**config.mk**
```make
export PLATFORM = sky130hd
export DESIGN_NAME = vga_sync_gen
export DESIGN_NICKNAME = d
export VERILOG_FILES = /design/src/rtl/vga_sync_gen.sv
export SDC_FILE = /design/constraint.sdc
export NUM_CORES = 1
export LEC_CHECK = 0
export BUFFER_PORTS_ARGS = -buffer_cell sky130_fd_sc_hd__buf_2
export CORE_MARGIN = 2
export CORE_UTILIZATION = 35
export CTS_CLUSTER_DIAMETER = 100
export DETAILED_ROUTE_END_ITERATION = 8
export PLACE_DENSITY = 0.57
export SYNTH_ARGS = -nofsm -noshare
export SYNTH_HDL_FRONTEND = slang
export SYNTH_SLANG_ARGS = --single-unit
```
**constraint.sdc**
```tcl
create_clock -name CLK -period 6.9 [get_ports CLK]
set_clock_uncertainty 0.05 [all_clocks]
set_input_delay 1.035 -clock CLK [delete_from_list [all_inputs] [get_ports CLK]]
set_output_delay 1.035 -clock CLK [all_outputs]
set_load 0.01 [all_outputs]
```
**src/rtl/vga_sync_gen.sv**
```systemverilog
// 640x480 VGA raster timing generator: sync pulses, position counters, active flag.
// Optional frame counter output enabled by defining VGA_SYNC_FRAME_CNT_EN.
module vga_sync_gen #(
  parameter int H_ACTIVE = 640,
  parameter int H_FRONT  = 16,
  parameter int H_SYNC   = 96,
  parameter int H_BACK   = 48,
  parameter int V_ACTIVE = 480,
  parameter int V_FRONT  = 10,
  parameter int V_SYNC   = 2,
  parameter int V_BACK   = 33,
  parameter bit SYNC_POL = 1'b0
) (
  input  logic       CLK,
  input  logic       i_Rst_N,
  input  logic       i_Pix_En,
  output logic       o_H_Sync,
  output logic       o_V_Sync,
  output logic [9:0] o_CountCol,
  output logic [9:0] o_CountRow,
  output logic       o_Active,
  output logic       o_Frame_Start
`ifdef VGA_SYNC_FRAME_CNT_EN
  ,
  output logic [7:0] o_Frame_Count
`endif
);

  localparam int H_TOTAL = H_ACTIVE + H_FRONT + H_SYNC + H_BACK;
  localparam int V_TOTAL = V_ACTIVE + V_FRONT + V_SYNC + V_BACK;

  localparam logic [9:0] H_LAST     = 10'(H_TOTAL - 1);
  localparam logic [9:0] V_LAST     = 10'(V_TOTAL - 1);
  localparam logic [9:0] H_ACT      = 10'(H_ACTIVE);
  localparam logic [9:0] V_ACT      = 10'(V_ACTIVE);
  localparam logic [9:0] H_SYNC_BEG = 10'(H_ACTIVE + H_FRONT);
  localparam logic [9:0] H_SYNC_END = 10'(H_ACTIVE + H_FRONT + H_SYNC);
  localparam logic [9:0] V_SYNC_BEG = 10'(V_ACTIVE + V_FRONT);
  localparam logic [9:0] V_SYNC_END = 10'(V_ACTIVE + V_FRONT + V_SYNC);

  logic [9:0] col_nxt;
  logic [9:0] row_nxt;
  logic       h_sync_on;
  logic       v_sync_on;
  logic       active_nxt;
  logic       frame_nxt;

  // Outputs are decoded from the next position so every registered output
  // lines up with the counters on the same edge.
  // NOTE: every always_comb output gets a default first so no latch is inferred.
  always_comb begin
    col_nxt = o_CountCol + 10'd1;
    row_nxt = o_CountRow;
    if (o_CountCol == H_LAST) begin
      col_nxt = '0;
      row_nxt = (o_CountRow == V_LAST) ? '0 : o_CountRow + 10'd1;
    end
    h_sync_on  = (col_nxt >= H_SYNC_BEG) && (col_nxt < H_SYNC_END);
    v_sync_on  = (row_nxt >= V_SYNC_BEG) && (row_nxt < V_SYNC_END);
    active_nxt = (col_nxt < H_ACT) && (row_nxt < V_ACT);
    frame_nxt  = (col_nxt == '0) && (row_nxt == '0);
  end

  // NOTE: state registers use non-blocking assignments so all outputs update together.
  always_ff @(posedge CLK) begin
    if (!i_Rst_N) begin
      o_CountCol    <= H_LAST;
      o_CountRow    <= V_LAST;
      o_H_Sync      <= ~SYNC_POL;
      o_V_Sync      <= ~SYNC_POL;
      o_Active      <= 1'b0;
      o_Frame_Start <= 1'b0;
    end else begin
      o_Frame_Start <= 1'b0;
      if (i_Pix_En) begin
        o_CountCol    <= col_nxt;
        o_CountRow    <= row_nxt;
        o_H_Sync      <= h_sync_on ? SYNC_POL : ~SYNC_POL;
        o_V_Sync      <= v_sync_on ? SYNC_POL : ~SYNC_POL;
        o_Active      <= active_nxt;
        o_Frame_Start <= frame_nxt;
      end
    end
  end

`ifdef VGA_SYNC_FRAME_CNT_EN
  always_ff @(posedge CLK) begin
    if (!i_Rst_N) begin
      o_Frame_Count <= '0;
    end else if (i_Pix_En && frame_nxt) begin
      o_Frame_Count <= o_Frame_Count + 8'd1;
    end
  end
`endif

endmodule

```
==> results.sh <==
export IMPL_tritoncts="built"
export IMPL_finalHoldViolCount=0
export IMPL_crit_top_cell="nor4_1"
export IMPL_portBuffers=26
export IMPL_ys_types=48
export IMPL_r2r_start="o_CountCol[1]"
export IMPL_swShare=0.388
export IMPL_combPwrFrac=0.354
export IMPL_worstHoldEndpoint="o_Active"
export IMPL_vias=1621
export IMPL_clkPwrFrac=0.210
export IMPL_synth_ff_type="dfxtp_1"
export IMPL_worst_pin_slew_ps=984
export IMPL_cts_max_level=1
export IMPL_core_mm2=0.00469
export IMPL_hold_start="o_Active"
export IMPL_cp_data_required_time_ps=7060
export IMPL_grt_pass1_wl_um=7150
export IMPL_finalSetupViolCount=0
export IMPL_min_period_over_period=0.385
export IMPL_drv_slew=0
export IMPL_die_h_um=73.3
export IMPL_hold_path_class="reg -> reg"
export IMPL_die_area_mm2=0.00538
export IMPL_netlist_instances=224
export IMPL_min_path_cells=2
export IMPL_syn_area_mm2=0.00168
export IMPL_syn_nets=230
export IMPL_fin_crit_ps=2660
export IMPL_ys_warn_count=0
export IMPL_drive_above_1_share=0.163
export IMPL_end_kind="flop"
export IMPL_layout_commonest_cell="buf_2"
export IMPL_synth_edf_count=0
export IMPL_ys_seq_area_frac=0.286
export IMPL_clkLatencyLatePin_ps=270
export IMPL_grt_overflow=0
export IMPL_grt_max_degree=27
export IMPL_dp_hpwl_um=3050
export IMPL_cts_resized_gates=0
export IMPL_status="completed"
export IMPL_dr_pass1_iters=4
export IMPL_first_global_vias=1437
export IMPL_rrSetupSlack_ps=4240
export IMPL_criticalPathCategory="reg -> reg"
export IMPL_rsz0062_at_grt="false"
export IMPL_crit_path_max_incr_delay_ps=880
export IMPL_worstPathMaxFanout=8
export IMPL_cap_violations=0
export IMPL_r2r_end="o_Frame_Start"
export IMPL_numCtsBuffers=3
export IMPL_drc=0
export IMPL_vias_per_cell=5.65
export IMPL_cts_root_buf="clkbuf_8"
export IMPL_fillCellCount=519
export IMPL_cts_setup_buffers=0
export IMPL_p_switching_mw=0.156
export IMPL_postCtsHoldBufs=0
export IMPL_crit_path_start_kind="flop"
export IMPL_ant_nets=0
export IMPL_maxSlewHeadroom=0.338
export IMPL_gr_usage_all_layers=0.171
export IMPL_rows=25
export IMPL_post_route_util=0.389
export IMPL_io_pins=27
export IMPL_dieWidth_um=73.3
export IMPL_cts_buffer_depth=2
export IMPL_cts_num_sinks=24
export IMPL_final_cell_mix="buf_2, dfxtp_1, nand2_1, nor2_1, nand3_1"
export IMPL_antenna_found_initial=0
export IMPL_routed_wl_um=4280
export IMPL_p_leak_nw=0.690
export IMPL_syn2layout_area_growth_pct=8.48
export IMPL_yosys_register_bits=24
export IMPL_crit_arrival_ps=2820
export IMPL_fmax_mhz=376
export IMPL_clkTransAtPathRegs_ps=80
export IMPL_p_total_mw=0.402
export IMPL_drtIter0Drc=92
export IMPL_n_antenna_cell=0
export IMPL_synth_async_reset_ratio=0
export IMPL_cp_cell_sequence="ha_1 -> nand4_1 -> nor4_1 -> nand3_1 -> xnor2_1 -> nor4_1 -> and4_1"
export IMPL_pwr_share_seq=0.437
export IMPL_syn_avg_cell_area_um2=7.51
export IMPL_fin_tns_setup_ps=0
export IMPL_start_util=0.359
export IMPL_gp_congestion=0.907
export IMPL_wl_per_cell_um=14.9
export IMPL_reg2regPathDepth=7
export IMPL_vdd_drop_max_v=0.000103
export IMPL_p_per_area_mw_per_mm2=220
export IMPL_nNetsFinal=241
export IMPL_cpMaxStageDelayCell="nor4_1"
export IMPL_p_int_mw=0.246
-- power by group through the flow --
stage / Clock [mW] / Sequential [mW] / Combinational [mW]
after detailed placement: 0 / 0.178 / 0.141
after floorplan: 0 / 0.166 / 0.122
after global placement: 0 / 0.178 / 0.142
after global routing: 0.0954 / 0.179 / 0.159
final: 0.0842 / 0.175 / 0.142
after CTS: 0.0910 / 0.175 / 0.142
-- worst max-delay path by stage --
stage               cells after the start           from            end
floorplan                               7  o_CountCol[1]  o_Frame_Start
CTS                                     7  o_CountCol[1]  o_Frame_Start
global route                            7  o_CountCol[1]  o_Frame_Start
detailed placement                      7  o_CountCol[1]  o_Frame_Start
global placement                        7  o_CountRow[0]  o_Frame_Start
finish                                  7  o_CountCol[1]  o_Frame_Start
-- worst max-delay path: cells and delay by family (launching register included) --
family / cells / cell delay (ps)
flip-flops: 1 / 410
adder cells (fa/ha/maj): 1 / 320
XOR/XNOR: 1 / 170
AND/OR/NAND/NOR: 5 / 1660
-- cell usage after synthesis (all sizes together), types with 2 or more instances --
library cell	count	area (um^2)
nor4	3	18.8
nor2	20	75.1
a31oi	4	25.0
o21ai	12	60.1
nand2	24	92.6
nand4b	2	17.5
or4	2	15.0
a21oi	13	65.1
and3b	2	17.5
nand3b	2	15.0
and4	2	17.5
and3	6	37.5
nor2b	2	12.5
nand4bb	2	22.5
xnor2	5	43.8
or3	3	18.8
o211ai	4	30.0
dfxtp	24	480
xor2	8	70.1
clkbuf	7	26.3
o311ai	4	35.0
nand3	17	85.1
buf	13	70.1
nand4	6	37.5
inv	9	33.8
ha	3	37.5
nor3	7	40.0
-- kinds of logic after synthesis --
family,count (synthesis),share of synthesized area
AND/OR/NAND/NOR,105,0.341
AO/OA/AOI/OAI,48,0.194
buffers and inverters,29,0.0773
flip-flops,24,0.286
XOR/XNOR,13,0.0677
adder cells (fa/ha/maj),3,0.0223
multiplexers,2,0.0126
-- per-stage QoR --
step	instances	hold slack, ps	area (um^2)	setup slack, ps
after global routing	287	461	1830	3980
after CTS	287	432	1830	4220
final	287	432	1830	4240
after floorplan	224	442	1680	4600
after global placement	284	413	1780	4230
after detailed placement	284	410	1780	4240
-- area by class of cell --
class	instances	area, um^2	area share
Multi-Input combinational cell	171	1070	0.587
Sequential cell	24	480	0.263
Timing Repair Buffer	26	130	0.0713
Tap cell	54	67.6	0.0370
Clock buffer	3	41.3	0.0226
Inverter	9	33.8	0.0185
-- flip-flops by register name (all words and copies together), names as in the netlist --
signal / cells
o_Active: 1
o_H_Sync: 1
o_Frame_Start: 1
o_CountCol: 10
o_V_Sync: 1
o_CountRow: 10
-- layer usage --
| layer | vias to the layer above | wire, um | track usage |
|---|---|---|---|
| li1 | 836 | - | - |
| met1 | 754 | 2170 | 0.245 |
| met2 | 25 | 1910 | 0.258 |
| met3 | 6 | 126 | 0.0219 |
| met4 | 0 | 72 | 0.0707 |
| met5 | - | 0 | 0 |
Note: power is estimated with default switching activity, not from simulation.
